===== src/rtl/uart_bus_master.sv =====
// Host-side debug initiator: parses 'W'/'R' frames from the UART receiver, performs one
// word access on the native memory bus and streams the reply bytes to the UART transmitter.
module uart_bus_master #(
  parameter int unsigned TIMEOUT_CYCLES = 1023
) (
  input  logic        core_clk_125M,
  input  logic        resetn,
  input  logic        rx_valid,
  input  logic [7:0]  rx_data,
  output logic        tx_valid,
  input  logic        tx_ready,
  output logic [7:0]  tx_data,
  output logic        mem_valid,
  output logic        mem_instr,
  input  logic        mem_ready,
  output logic [31:0] mem_addr,
  output logic [31:0] mem_wdata,
  output logic [3:0]  mem_wstrb,
  input  logic [31:0] mem_rdata,
  output logic        busy,
  output logic        overrun
);

  localparam logic [7:0]  CmdWrite  = 8'h57;
  localparam logic [7:0]  CmdRead   = 8'h52;
  localparam logic [7:0]  RespOk    = 8'h4B;
  localparam logic [7:0]  RespErr   = 8'h45;
  localparam logic [7:0]  RespTmo   = 8'h54;
  localparam logic [15:0] LastCycle = 16'(TIMEOUT_CYCLES - 1);

  typedef enum logic [2:0] {StIdle, StAddr, StData, StBus, StResp} state_e;

  state_e      state_q, state_d;
  logic [1:0]  byte_cnt_q, byte_cnt_d;
  logic        is_write_q, is_write_d;
  logic [31:0] addr_q, addr_d;
  logic [31:0] wdata_q, wdata_d;
  // Response bytes are sent from the top byte; resp_cnt holds bytes remaining minus one.
  logic [31:0] resp_q, resp_d;
  logic [1:0]  resp_cnt_q, resp_cnt_d;
  logic [15:0] cyc_cnt_q, cyc_cnt_d;
  logic        overrun_q, overrun_d;

  // State and datapath registers; reset drops mem_valid/tx_valid without waiting for a clock.
  always_ff @(posedge core_clk_125M or negedge resetn) begin
    if (!resetn) begin
      state_q    <= StIdle;
      byte_cnt_q <= 2'd0;
      is_write_q <= 1'b0;
      addr_q     <= 32'h0;
      wdata_q    <= 32'h0;
      resp_q     <= 32'h0;
      resp_cnt_q <= 2'd0;
      cyc_cnt_q  <= 16'd0;
      overrun_q  <= 1'b0;
    end else begin
      state_q    <= state_d;
      byte_cnt_q <= byte_cnt_d;
      is_write_q <= is_write_d;
      addr_q     <= addr_d;
      wdata_q    <= wdata_d;
      resp_q     <= resp_d;
      resp_cnt_q <= resp_cnt_d;
      cyc_cnt_q  <= cyc_cnt_d;
      overrun_q  <= overrun_d;
    end
  end

  // Frame parser, bus sequencer and response shifter.
  always_comb begin
    state_d    = state_q;
    byte_cnt_d = byte_cnt_q;
    is_write_d = is_write_q;
    addr_d     = addr_q;
    wdata_d    = wdata_q;
    resp_d     = resp_q;
    resp_cnt_d = resp_cnt_q;
    cyc_cnt_d  = cyc_cnt_q;
    // Bytes arriving while the bus or transmitter is occupied are dropped and flagged.
    overrun_d  = overrun_q | (rx_valid & ((state_q == StBus) | (state_q == StResp)));

    case (state_q)
      StIdle: begin
        if (rx_valid) begin
          if ((rx_data == CmdWrite) || (rx_data == CmdRead)) begin
            is_write_d = (rx_data == CmdWrite);
            byte_cnt_d = 2'd0;
            state_d    = StAddr;
          end else begin
            resp_d     = {RespErr, 24'h0};
            resp_cnt_d = 2'd0;
            state_d    = StResp;
          end
        end
      end
      StAddr: begin
        if (rx_valid) begin
          addr_d     = {addr_q[23:0], rx_data};
          byte_cnt_d = byte_cnt_q + 2'd1;
          if (byte_cnt_q == 2'd3) begin
            if (rx_data[1:0] != 2'b00) begin
              // Misaligned: reply at once, never wait for the data bytes.
              resp_d     = {RespErr, 24'h0};
              resp_cnt_d = 2'd0;
              state_d    = StResp;
            end else if (is_write_q) begin
              state_d = StData;
            end else begin
              cyc_cnt_d = 16'd0;
              state_d   = StBus;
            end
          end
        end
      end
      StData: begin
        if (rx_valid) begin
          wdata_d    = {wdata_q[23:0], rx_data};
          byte_cnt_d = byte_cnt_q + 2'd1;
          if (byte_cnt_q == 2'd3) begin
            cyc_cnt_d = 16'd0;
            state_d   = StBus;
          end
        end
      end
      StBus: begin
        // A ready arriving on the final allowed cycle still wins over the timeout.
        if (mem_ready) begin
          resp_d     = is_write_q ? {RespOk, 24'h0} : mem_rdata;
          resp_cnt_d = is_write_q ? 2'd0 : 2'd3;
          state_d    = StResp;
        end else if (cyc_cnt_q == LastCycle) begin
          resp_d     = {RespTmo, 24'h0};
          resp_cnt_d = 2'd0;
          state_d    = StResp;
        end else begin
          cyc_cnt_d = cyc_cnt_q + 16'd1;
        end
      end
      StResp: begin
        if (tx_ready) begin
          if (resp_cnt_q == 2'd0) begin
            state_d = StIdle;
          end else begin
            resp_d     = {resp_q[23:0], 8'h00};
            resp_cnt_d = resp_cnt_q - 2'd1;
          end
        end
      end
      default: state_d = StIdle;
    endcase
  end

  // Outputs decoded straight from state so that reset clears them asynchronously.
  always_comb begin
    mem_valid = (state_q == StBus);
    mem_instr = 1'b0;
    mem_addr  = {addr_q[31:2], 2'b00};
    mem_wdata = wdata_q;
    mem_wstrb = ((state_q == StBus) && is_write_q) ? 4'hF : 4'h0;
    tx_valid  = (state_q == StResp);
    tx_data   = (state_q == StResp) ? resp_q[31:24] : 8'h00;
    busy      = (state_q != StIdle);
    overrun   = overrun_q;
  end

endmodule


===== config.mk =====
export PLATFORM = sky130hd
export DESIGN_NAME = uart_bus_master
export DESIGN_NICKNAME = d
export VERILOG_FILES = /design/src/rtl/uart_bus_master.sv
export SDC_FILE = /design/constraint.sdc
export NUM_CORES = 1
export LEC_CHECK = 0
export ABC_CLOCK_PERIOD_IN_PS = 2400
export CAP_MARGIN = 5
export CORE_MARGIN = 1.5
export CORE_UTILIZATION = 51
export DETAILED_ROUTE_END_ITERATION = 8
export GPL_TIMING_DRIVEN = 1
export PLACE_DENSITY = 0.8
export SYNTH_ARGS = -nofsm -noshare
export SYNTH_HDL_FRONTEND = slang
export SYNTH_SLANG_ARGS = --single-unit

===== constraint.sdc =====
create_clock -name core_clk_125M -period 2.4 [get_ports core_clk_125M]
set_input_delay 0.24 -clock core_clk_125M [delete_from_list [all_inputs] [get_ports core_clk_125M]]
set_output_delay 0.24 -clock core_clk_125M [all_outputs]
set_load 0.01 [all_outputs]

Word-level counts from Yosys, hierarchy flattened
Index checks and enable logic that the tools add are counted.
- logic and storage cells: 107
- flip-flop bits (word level): 121
- reductions and logical operators: 17
- add/subtract/negate cells: 3
- equality and inequality tests: 25
- bitwise operators: 3
- mux-type cells: 50
- operator list (operator ; count):
    32-bit two-way mux ; 10
    16-bit two-way mux ; 8
    32-bit one-hot mux with 4 select lines ; 1
    16-bit one-hot mux with 3 select lines ; 1
    3-bit two-way mux ; 11
    2-bit two-way mux ; 13
    2-bit != test, second input constant ; 13
    9-bit AND reduction ; 2
    16-bit by 1-bit adder with 16-bit output, second input constant ; 1
    16-bit by 10-bit == test with 1-bit output, second input constant ; 1
    8-bit by 7-bit == test with 1-bit output, second input constant ; 2
    3-bit one-hot mux with 5 select lines ; 1
    8-bit two-way mux ; 1
    2-bit one-hot mux with 4 select lines ; 1
    8-bit AND reduction ; 1
    3-bit by 2-bit == test with 1-bit output, second input constant ; 2
    2-bit by 1-bit != test with 1-bit output, second input constant ; 3
    3-bit nonzero test ; 2
    4-bit two-way mux ; 1
    2-bit one-hot mux with 2 select lines ; 1
    2-bit AND reduction ; 2
    4-bit AND reduction ; 1
    2-bit nonzero test ; 2
    4-bit nonzero test ; 1
    15 further kinds ; 16

Longest topological paths before layout
Gate-level depths: netlist (run 1).
- depth in word-level cells: 5
- depth in mapped cells: 9
- gate-level depth less buffers: 7

Worst setup path after synthesis (run 1)
OpenSTA, ideal clock, no wires.
- path type: register -> register
- from: register state_q[0]
- to: register resp_q[11]
- clock period less this slack: 1.847 ns
- arrival time: 1.722 ns
- library setup time: 0.125 ns
- stages on the path, launching flop included: 7
- buffers on the path: 2
- setup slack: 0.553 ns
- cell sequence: dfrtp_1 buf_2 nor3_1 nand3_1 nand4b_4 buf_6 mux2_4
- cells in the longest elaborated chain, start to end: 3
- elaborated cells between the ends (all ways): 15
- classes of those cells: eq/ne: 11; mux: 1; reduce/logical: 3
- ends and longest elaborated chain (what ; RTL line ; RTL):
    start: declaration ; 33 ; state_e state_q, state_d;
    start signal: assignment ; 47 ; state_q <= StIdle;
    start signal: assignment ; 57 ; state_q <= state_d;
    3-bit by 2-bit == test with 1-bit output (tied with other cells) ; 82 ; case (state_q)
    3-bit by 1-bit != test with 1-bit output (no line) (tied with other cells) ; - ;
    9-bit AND reduction (no line) ; - ;
    end signal: assignment ; 62 ; resp_q <= resp_d;
    end: declaration ; 39 ; logic [31:0] resp_q, resp_d;
Parallel ways exist; a longest one is shown, timed or not.
A chain may end at the register's enable or synchronous reset.

Final worst setup path (run 1)
- from: register state_q[2]
- to: output port tx_data[6]
- cells in the longest elaborated chain, start to end: 2
- ends and longest elaborated chain (what ; RTL line ; RTL):
    3-bit == test ; 161 ; tx_data = (state_q == StResp) ? resp_q[31:24] : 8'h00;
    8-bit two-way mux ; 161 ;
    end: declaration ; 12 ; output logic [7:0] tx_data,
Every way passes these cells.

==> run summary, run 1 <==
Yosys reg bits -> 121
Avg Synthesized Cell Area -> 11.9 um2
Slew @ Worst Pin -> 0.610 ns
Critical path launch point type -> flip-flop
Via-to-Cell Ratio -> 5.57
Vias -> 4225
TNS Setup -> 0 ns
Most common library cell in the layout ignoring fill and taps -> clkdlybuf4s50_1
Critical Setup Path Class -> flip-flop to output port
Setup crit end -> tx_data[6]
Top_reg_cell synth -> dfrtp_1
Clock Skew -> 0.00800 ns
Clk_lat worst skew -> 0.41 ns
WP data arrival -> 2.09 ns
Minimum clock period -> 2.33 ns
Share of post-route cells with drive strength above 1 -> 24.6%
CTS buffer count -> 17
CTS tree -> yes
Max-slew violations -> 0
Total track usage -> 21.7%
Clock buffer depth -> 2
CTS H-tree lvls -> 4
Endpoints failing setup -> 0
R2R depth -> 7
VDD IR max -> 0.521 mV
R2R Path End -> state_q[0]
Nets -> 652
# fillers -> 838
Final hold vios -> 0
Die width -> 111 um
Worst reg2reg path startpoint -> cyc_cnt_q[0]
Max Cap Viol -> 0
Dpl ws -> 0.0989 ns
Mapped Area -> 5990 um2
Routability congestion estimate -> 0.848
HPWL after DPL -> 8910 um
Final WS setup -> 0.0675 ns
Worst-path clk slew -> 0.05 ns
Most frequent cells in the layout -> 121 x clkdlybuf4s50_1, 120 x dfrtp_1, 68 x mux2_2
Residual DRC -> 0
Max_slew headroom -> 59.4%
RSZ-0062 raised after global routing -> no
Grt total ovfl -> 0
Global-route wire length before repair -> 21400 um
Setup crit end kind -> output port
Fmax -> 429 MHz
Buffers on Ports -> 122
CP Launch Point -> state_q[2]
Pwr per Cell Area -> 740 nW/um2
Ant. Diodes -> 0
I/O Pins -> 126
Final wirelength -> 12900 um
Period utilization -> 97.2%
Type of the worst min-delay path -> primary input to asynchronous set/reset pin
WP data required -> 2.16 ns
Status -> completed
Pre-antenna DRT Iters -> 4
EDFF count, synth -> 0
Die height -> 111 um
Drt initial violations -> 250
Antenna Nets Post-Route -> 0
CTS root buf -> clkbuf_16
Area Growth Syn to Fin -> 29.6%
Die area -> 12400 um2
Initial antenna violation count -> 0
WL per Instance -> 17.0 um
Unique masters post-synth -> 61
Rows -> 39
Async set-or-reset flop fraction in the synthesized netlist -> 100%
Largest net degree at the start of global routing -> 48
Synth warn -> 0
Syn Inst Count -> 502
LEAKAGE -> 3.58 nW
R2r setup slk -> 0.19 ns
Vias in the first global route -> 4258
Worst-path fanout max -> 19
Core Box Area -> 11400 um2
TritonCTS Sinks -> 121
Seq/Total Area, Yosys -> 50.6%
Initial core utilization -> 52.5%
## final cells by class
cell class,instances,area [um2],share of cell area [%]
Clock buffer,24,492,6.33
Clock inverter,7,67.6,0.870
Inverter,16,67.6,0.870
Multi-Input combinational cell,302,2480,32.0
Sequential cell,121,3030,39.0
Tap cell,143,179,2.30
Timing Repair Buffer,145,1450,18.6
## state kept, by name, indices dropped and copies added, names as in the netlist
register / cells
overrun: 1
mem_wdata: 32
resp_cnt_q: 2
addr_q: 32
is_write_q: 1
cyc_cnt_q: 16
byte_cnt_q: 2
state_q: 3
resp_q: 32
## where the power goes
part           internal [mW]  switching, mW
Clock                   1.52          0.864
Sequential              2.13         0.0531
Combinational          0.578          0.604
## worst max-delay path: stages, from the launching register on
cell,delay (ns)
dfrtp_2,0.40
or3b_4,0.45
inv_8,0.13
and2_1,0.16
clkdlybuf4s50_1,0.54
## synth_stat cells (4+ instances only)
| cell | count | share of area [%] |
|---|---|---|
| and2_1 | 11 | 1.1 |
| nand3_1 | 16 | 1.3 |
| a31oi_1 | 5 | 0.52 |
| ha_1 | 4 | 0.84 |
| nor2b_1 | 4 | 0.42 |
| a41oi_1 | 4 | 0.58 |
| clkbuf_1 | 4 | 0.25 |
| a21oi_1 | 12 | 1.0 |
| buf_4 | 40 | 5.0 |
| o21ai_0 | 27 | 2.3 |
| mux2_4 | 19 | 4.8 |
| o211ai_1 | 4 | 0.50 |
| nor3_1 | 6 | 0.50 |
| mux2_2 | 68 | 13 |
| inv_1 | 14 | 0.88 |
| nand2_1 | 17 | 1.1 |
| nor2_1 | 15 | 0.94 |
| dfrtp_1 | 121 | 51 |
| buf_2 | 17 | 1.4 |
| nand2b_1 | 4 | 0.42 |
| a22o_1 | 28 | 4.1 |
| and3_1 | 4 | 0.42 |
## worst min-delay path by stage
stage / from / to / slack [ns] / cells past startpoint
finish: resetn / addr_q[6] / 0.39 / 2
global placement: resetn / addr_q[30] / 0.28 / 1
global route: mem_rdata[6] / resp_q[6] / 0.43 / 2
floorplan: resetn / addr_q[0] / -0.06 / 0
CTS: resetn / addr_q[1] / 0.40 / 2
detailed placement: resetn / addr_q[30] / 0.29 / 1
## what timing repair did
item,4_1_cts,5_1_grt
pin swaps,1,0
endpoints found under the hold margin,44,0
hold buffers,1,0
setup endpoints to repair,11,7
buffers inserted,1,1
gates resized for setup,4,1
## stage by stage
step	util, %	std cells	hold WS, ns	total power, mW	area [um2]
after floorplan	-	504	-0.0556	2.99	6000
after global placement	62.8	724	0.285	3.33	7170
after detailed placement	62.8	724	0.292	3.36	7170
after CTS	67.9	757	0.401	5.78	7750
after global routing	68.0	758	0.429	5.99	7760
final	68.0	758	0.393	5.75	7760
## cell families (layout without fill, tap and decap cells)
kind of cell,Yosys count,after routing,synth area share (%)
adder cells (fa/ha/maj),4,4,0.836
flip-flops,121,121,50.6
AO/OA/AOI/OAI,102,102,11.9
multiplexers,91,91,18.2
XOR/XNOR,1,1,0.146
AND/OR/NAND/NOR,101,101,10.1
buffers and inverters,81,192,8.19
other,1,3,0.0626
## routing by layer
| metal | wire [um] | vias up | GRT usage [%] |
|---|---|---|---|
| li1 | - | 1990 | - |
| met1 | 5760 | 2101 | 28.5 |
| met2 | 6330 | 115 | 34.7 |
| met3 | 589 | 19 | 5.28 |
| met4 | 227 | 0 | 8.86 |
| met5 | 0 | - | 0 |
Power figures use the tool's default switching activity.
==> inputs of run 2 (changes only) <==
--- a/config.mk
+++ b/config.mk
@@ -7,11 +7,12 @@
 export LEC_CHECK = 0
 export ABC_CLOCK_PERIOD_IN_PS = 2400
 export CAP_MARGIN = 5
+export CORE_ASPECT_RATIO = 0.6
 export CORE_MARGIN = 1.5
 export CORE_UTILIZATION = 51
 export DETAILED_ROUTE_END_ITERATION = 8
 export GPL_TIMING_DRIVEN = 1
-export PLACE_DENSITY = 0.8
+export PLACE_DENSITY = 0.81
 export SYNTH_ARGS = -nofsm -noshare
 export SYNTH_HDL_FRONTEND = slang
 export SYNTH_SLANG_ARGS = --single-unit
==> constraint.sdc (replaced) <==
create_clock -name core_clk_125M -period 2.4 [get_ports core_clk_125M]
set_input_delay 0.24 -clock core_clk_125M [delete_from_list [all_inputs] [get_ports core_clk_125M]]
set_output_delay 0.24 -clock core_clk_125M [all_outputs]
set_load 0.05 [all_outputs]
==> run summary, run 2 (synthesized netlist as in run 1, its figures left out) <==
Status -> completed
Routability congestion estimate -> 0.818 (-3.6%)
Die width -> 143 um (+28%)
TritonCTS Sinks -> 121 (unchanged)
Max Cap Viol -> 0 (unchanged)
Grt total ovfl -> 0 (unchanged)
Cell Count, Final, Fillers Out -> 776 (+2.4%)
CTS tree -> yes
Critical Setup Path Class -> flip-flop to output port
Dpl ws -> 0.138 ns (+0.0387 ns)
HPWL after DPL -> 9570 um (+7.5%)
Area Growth Syn to Fin -> 33.1%
Initial core utilization -> 52.7% (+0.21 points)
TNS Setup -> 0 ns (unchanged)
Fmax -> 443 MHz (+3.4%)
Via-to-Cell Ratio -> 5.59 (+0.32%)
Worst-path fanout max -> 16 (-3)
Residual DRC -> 0 (unchanged)
I/O Pins -> 126 (unchanged)
Clk_lat worst skew -> 0.41 ns (about the same)
Slew @ Worst Pin -> 0.534 ns (-0.0757 ns)
Final WS setup -> 0.145 ns (+0.0775 ns)
Pwr Total -> 6.28 mW (+9.2%)
CTS buffer count -> 17 (unchanged)
Drt initial violations -> 347 (+39%)
Type of the worst min-delay path -> primary input to asynchronous set/reset pin
Most frequent cells in the layout -> 119 x dfrtp_1, 106 x clkdlybuf4s50_1, 68 x mux2_2
Clock Skew -> 0.00840 ns (+0.000402 ns)
Post-Layout Inst Area -> 7970 um2 (+2.7%)
Ant. Diodes -> 0 (unchanged)
Most common library cell in the layout ignoring fill and taps -> dfrtp_1
Final Util -> 70.1% (+2.1 points)
Rows -> 30 (-23%)
Worst hold slack -> 0.300 ns (-0.0935 ns)
CTS root buf -> clkbuf_16
Vias -> 4339 (+2.7%)
Endpoints failing setup -> 0 (unchanged)
Pwr per Cell Area -> 787 nW/um2 (+6.4%)
Minimum clock period -> 2.25 ns (-0.0775 ns)
Post-CTS Setup Inserts -> 0 (-1)
Initial antenna violation count -> 0 (unchanged)
WL per Instance -> 17.6 um (+3.7%)
Worst-path clk slew -> 0.06 ns (about the same)
Setup crit end kind -> output port
Final wirelength -> 13700 um (+6.2%)
Max stage delay on crit path -> 0.58 ns (+0.04 ns)
Period utilization -> 94.0% (-3.2 points)
Die area -> 12400 um2 (+0.17%)
Core Box Area -> 11400 um2 (-0.39%)
Global-route wire length before repair -> 22700 um (+6.0%)
Final hold vios -> 0 (unchanged)
Clock buffer depth -> 2 (unchanged)
Slowest CP cell -> dfrtp_1
Max-slew violations -> 0 (unchanged)
Max_slew headroom -> 64.3% (+4.9 points)
Placed cell areas -> 7340 um2 (+2.4%)
Nets -> 653 (+0.15%)
Share of post-route cells with drive strength above 1 -> 27.6% (+3.0 points)
WP data required -> 2.16 ns (about the same)
Antenna Nets Post-Route -> 0 (unchanged)
Vias in the first global route -> 4383 (+2.9%)
Critical path launch point type -> flip-flop
Buffers on Ports -> 122 (unchanged)
VDD IR max -> 0.689 mV (+32%)
CTS H-tree lvls -> 4 (unchanged)
LEAKAGE -> 3.68 nW (+2.9%)
RSZ-0062 raised after global routing -> no
WP data arrival -> 2.01 ns (-0.08 ns)
Pre-antenna DRT Iters -> 4 (unchanged)
Cells after DPL -> 744 (+2.8%)
Die height -> 86.9 um (-22%)
Largest net degree at the start of global routing -> 55 (+15%)
R2R depth -> 7 (unchanged)
Total track usage -> 23.7% (+2.1 points)
Critical-path cell list -> nand3b_4, inv_2, and2_1, buf_12
run 2: cell count changes in the layout (fill, tap and decap cells not counted), moves of 3 or more:
cell and delta:
inv_6 +3, clkbuf_8 -4, buf_4 +3, clkbuf_1 -3, clkdlybuf4s50_1 -15, bufinv_16 +3, clkinv_4 +3, buf_12 +13
run 2: where the power goes:
group,total [mW],internal (mW),switching (mW)
Clock,2.68,1.74,0.939
Combinational,1.39,0.598,0.791
Sequential,2.21,2.13,0.0818
Total,6.28,4.46,1.81
run 2: timing repair:
action / in CTS / in global routing
endpoints found under the hold margin: 26 / 0
hold buffers: 1 / 0
gates resized for setup: 2 / 1
endpoints found under the setup margin: 5 / 11
run 2: area by class of cell:
type / count / area, um2
clock buffer: 17 / 425
timing repair buffer: 146 / 1580
inverter: 16 / 60.1
fill: 775 / 3400
multi-input combinational: 302 / 2480
sequential: 121 / 3030
tap: 160 / 200
clock inverter: 14 / 198
run 2: worst paths after layout:
| path | startpoint | to | slack, ns |
|---|---|---|---|
| setup / recovery | state_q[0] | mem_wstrb[1] | 0.15 |
| hold / removal | resetn | addr_q[26] | 0.30 |
| setup reg to reg | byte_cnt_q[1] | resp_q[28] | 0.19 |
| hold reg to reg | overrun | overrun | 0.48 |
| max in group asynchronous | resetn | resp_q[29] | 1.45 |
| min in group core_clk_125M | mem_rdata[3] | resp_q[3] | 0.42 |
run 2: worst max-delay path, delay by kind of cell, from the launching register on:
family,cells,cell delay [ns]
simple gates,2,0.66
flops,1,0.58
buf+inv,2,0.37
run 2: routing by layer:
| layer | routed length (um) | up-vias | share of wire, % | track usage (%) |
|---|---|---|---|---|
| met1 | 6340 | 2138 | 46 | 33.0 |
| met3 | 735 | 29 | 5.4 | 6.27 |
| met4 | 232 | 0 | 1.7 | 9.84 |
| li1 | - | 2004 | - | - |
| met2 | 6390 | 168 | 47 | 35.5 |
| met5 | 0 | - | 0 | 0 |
==> inputs of run 3 (changes only) <==
--- a/config.mk
+++ b/config.mk
@@ -8,11 +8,13 @@
 export ABC_CLOCK_PERIOD_IN_PS = 2400
 export CAP_MARGIN = 5
 export CORE_ASPECT_RATIO = 0.6
-export CORE_MARGIN = 1.5
+export CORE_MARGIN = 10
 export CORE_UTILIZATION = 51
+export CTS_CLUSTER_DIAMETER = 40
 export DETAILED_ROUTE_END_ITERATION = 8
 export GPL_TIMING_DRIVEN = 1
 export PLACE_DENSITY = 0.81
+export SKIP_LAST_GASP = 1
 export SYNTH_ARGS = -nofsm -noshare
 export SYNTH_HDL_FRONTEND = slang
 export SYNTH_SLANG_ARGS = --single-unit
==> run summary, run 3 (synthesized netlist as in run 1, its figures left out) <==
Max-slew violations -> 0 (unchanged)
Most frequent cells in the layout -> 118 x dfrtp_1, 107 x clkdlybuf4s50_1, 68 x mux2_2
Vias in the first global route -> 4522 (+3.2%)
Worst hold slack -> 0.353 ns (+0.0535 ns)
Clock Skew -> 0.00905 ns (+0.000647 ns)
Die height -> 104 um (+20%)
Max Cap Viol -> 0 (unchanged)
CTS buffer count -> 17 (unchanged)
Share of post-route cells with drive strength above 1 -> 27.2% (-0.40 points)
WL per Instance -> 19.3 um (+9.3%)
Type of the worst min-delay path -> primary input to asynchronous set/reset pin
TNS Setup -> 0 ns (unchanged)
Critical Setup Path Class -> flip-flop to output port
Clock buffer depth -> 2 (unchanged)
Clk_lat worst skew -> 0.41 ns (about the same)
Residual DRC -> 0 (unchanged)
Final wirelength -> 14900 um (+9.0%)
Via-to-Cell Ratio -> 5.56 (-0.57%)
Total track usage -> 18.1% (-5.6 points)
Grt total ovfl -> 0 (unchanged)
Worst-path clk slew -> 0.06 ns (about the same)
Worst-path fanout max -> 16 (unchanged)
Initial core utilization -> 52.7% (unchanged)
Initial antenna violation count -> 0 (unchanged)
Die width -> 160 um (+12%)
Ant. Diodes -> 0 (unchanged)
Vias -> 4303 (-0.83%)
Fmax -> 443 MHz (about the same)
Pwr per Cell Area -> 778 nW/um2 (-1.2%)
Minimum clock period -> 2.26 ns (+0.00167 ns)
Core Box Area -> 11400 um2 (unchanged)
VDD IR max -> 0.643 mV (-6.7%)
Final Util -> 70.0% (-0.12 points)
Largest net degree at the start of global routing -> 47 (-15%)
Global-route wire length before repair -> 24600 um (+8.4%)
Final hold vios -> 0 (unchanged)
Most common library cell in the layout ignoring fill and taps -> dfrtp_1
Critical path launch point type -> flip-flop
Buffers on Ports -> 122 (unchanged)
CTS tree -> yes
Max_slew headroom -> 61.7% (-2.6 points)
Routability congestion estimate -> 0.858 (+4.9%)
HPWL after DPL -> 10600 um (+10%)
Slew @ Worst Pin -> 0.574 ns (+0.0406 ns)
WP data required -> 2.16 ns (about the same)
LEAKAGE -> 3.66 nW (-0.52%)
Endpoints failing setup -> 0 (unchanged)
Final WS setup -> 0.143 ns (-0.00166 ns)
Nets -> 650 (-0.46%)
Post-CTS Setup Inserts -> 0 (unchanged)
I/O Pins -> 126 (unchanged)
Area Growth Syn to Fin -> 32.9%
Period utilization -> 94.0% (about the same)
CTS root buf -> clkbuf_16
CTS H-tree lvls -> 4 (unchanged)
Pwr Total -> 6.19 mW (-1.4%)
Rows -> 30 (unchanged)
Die area -> 16600 um2 (+34%)
Antenna Nets Post-Route -> 0 (unchanged)
Dpl ws -> 0.142 ns (+0.00442 ns)
RSZ-0062 raised after global routing -> no
Setup crit end kind -> output port
Pre-antenna DRT Iters -> 4 (unchanged)
Status -> completed
TritonCTS Sinks -> 121 (unchanged)
Drt initial violations -> 310 (-11%)
WP data arrival -> 2.02 ns (about the same)
## run 3: cell count changes in the layout (fill, tap and decap cells not counted), sizes merged
cell / delta
buf: -3
bufinv: -1
clkbuf: +4
clkdlybuf4s50: +1
clkinv: +3
clkinvlp: -1
dlygate4sd2: -1
inv: -4
## run 3: where the power goes
| part | total (mW) | internal (mW) | switching [mW] |
|---|---|---|---|
| Combinational | 1.42 | 0.615 | 0.805 |
| Clock | 2.56 | 1.66 | 0.899 |
| Sequential | 2.21 | 2.13 | 0.0846 |
| Total | 6.19 | 4.40 | 1.79 |
## run 3: layout make-up
cell class	count	area, um2
clock inverters	11	148
multi-input cells	302	2490
repair buffers	143	1580
inverters	16	61.3
well taps	160	200
flip-flops and latches	121	3030
fillers	809	3410
clock buffers	21	450
## run 3: routing by layer
metal	up-vias	part of all wire [%]	global-route usage, %
li1	1981	-	-
met1	2160	44	23.1
met2	143	47	27.6
met3	19	7.5	6.88
met4	0	1.4	6.20
met5	-	0	0
## run 3: what timing repair did
action / 4_1_cts / 5_1_grt
setup endpoints to repair: 12 / 11
resized for setup: 3 / 2
hold endpoints to repair: 38 / 0
hold buffers: 1 / 0
## run 3: path summary, 6_finish.rpt
kind                                   start            end  slack (ns)  cells past startpoint
worst max-delay path              state_q[0]           busy        0.14                      3
worst min-delay path                  resetn     addr_q[22]        0.35                      2
worst max register to register  cyc_cnt_q[0]  cyc_cnt_q[14]        0.18                      8
worst min register to register       overrun        overrun        0.48                      1
max in group asynchronous             resetn     addr_q[16]        1.32                      3
min in group core_clk_125M      mem_rdata[3]      resp_q[3]        0.43                      2
## run 3: critical path: stages (launching register included)
cell,delay (ns)
dfrtp_2,0.52
nor3_2,0.29
inv_1,0.09
clkdlybuf4s50_1,0.71
## run 3: per-stage QoR
step / instance area [um2] / cells
after detailed placement: 7340 / 741
after CTS: 7960 / 774
after global placement: 7340 / 741
after global routing: 7960 / 774
after floorplan: 6000 / 504
final: 7960 / 774
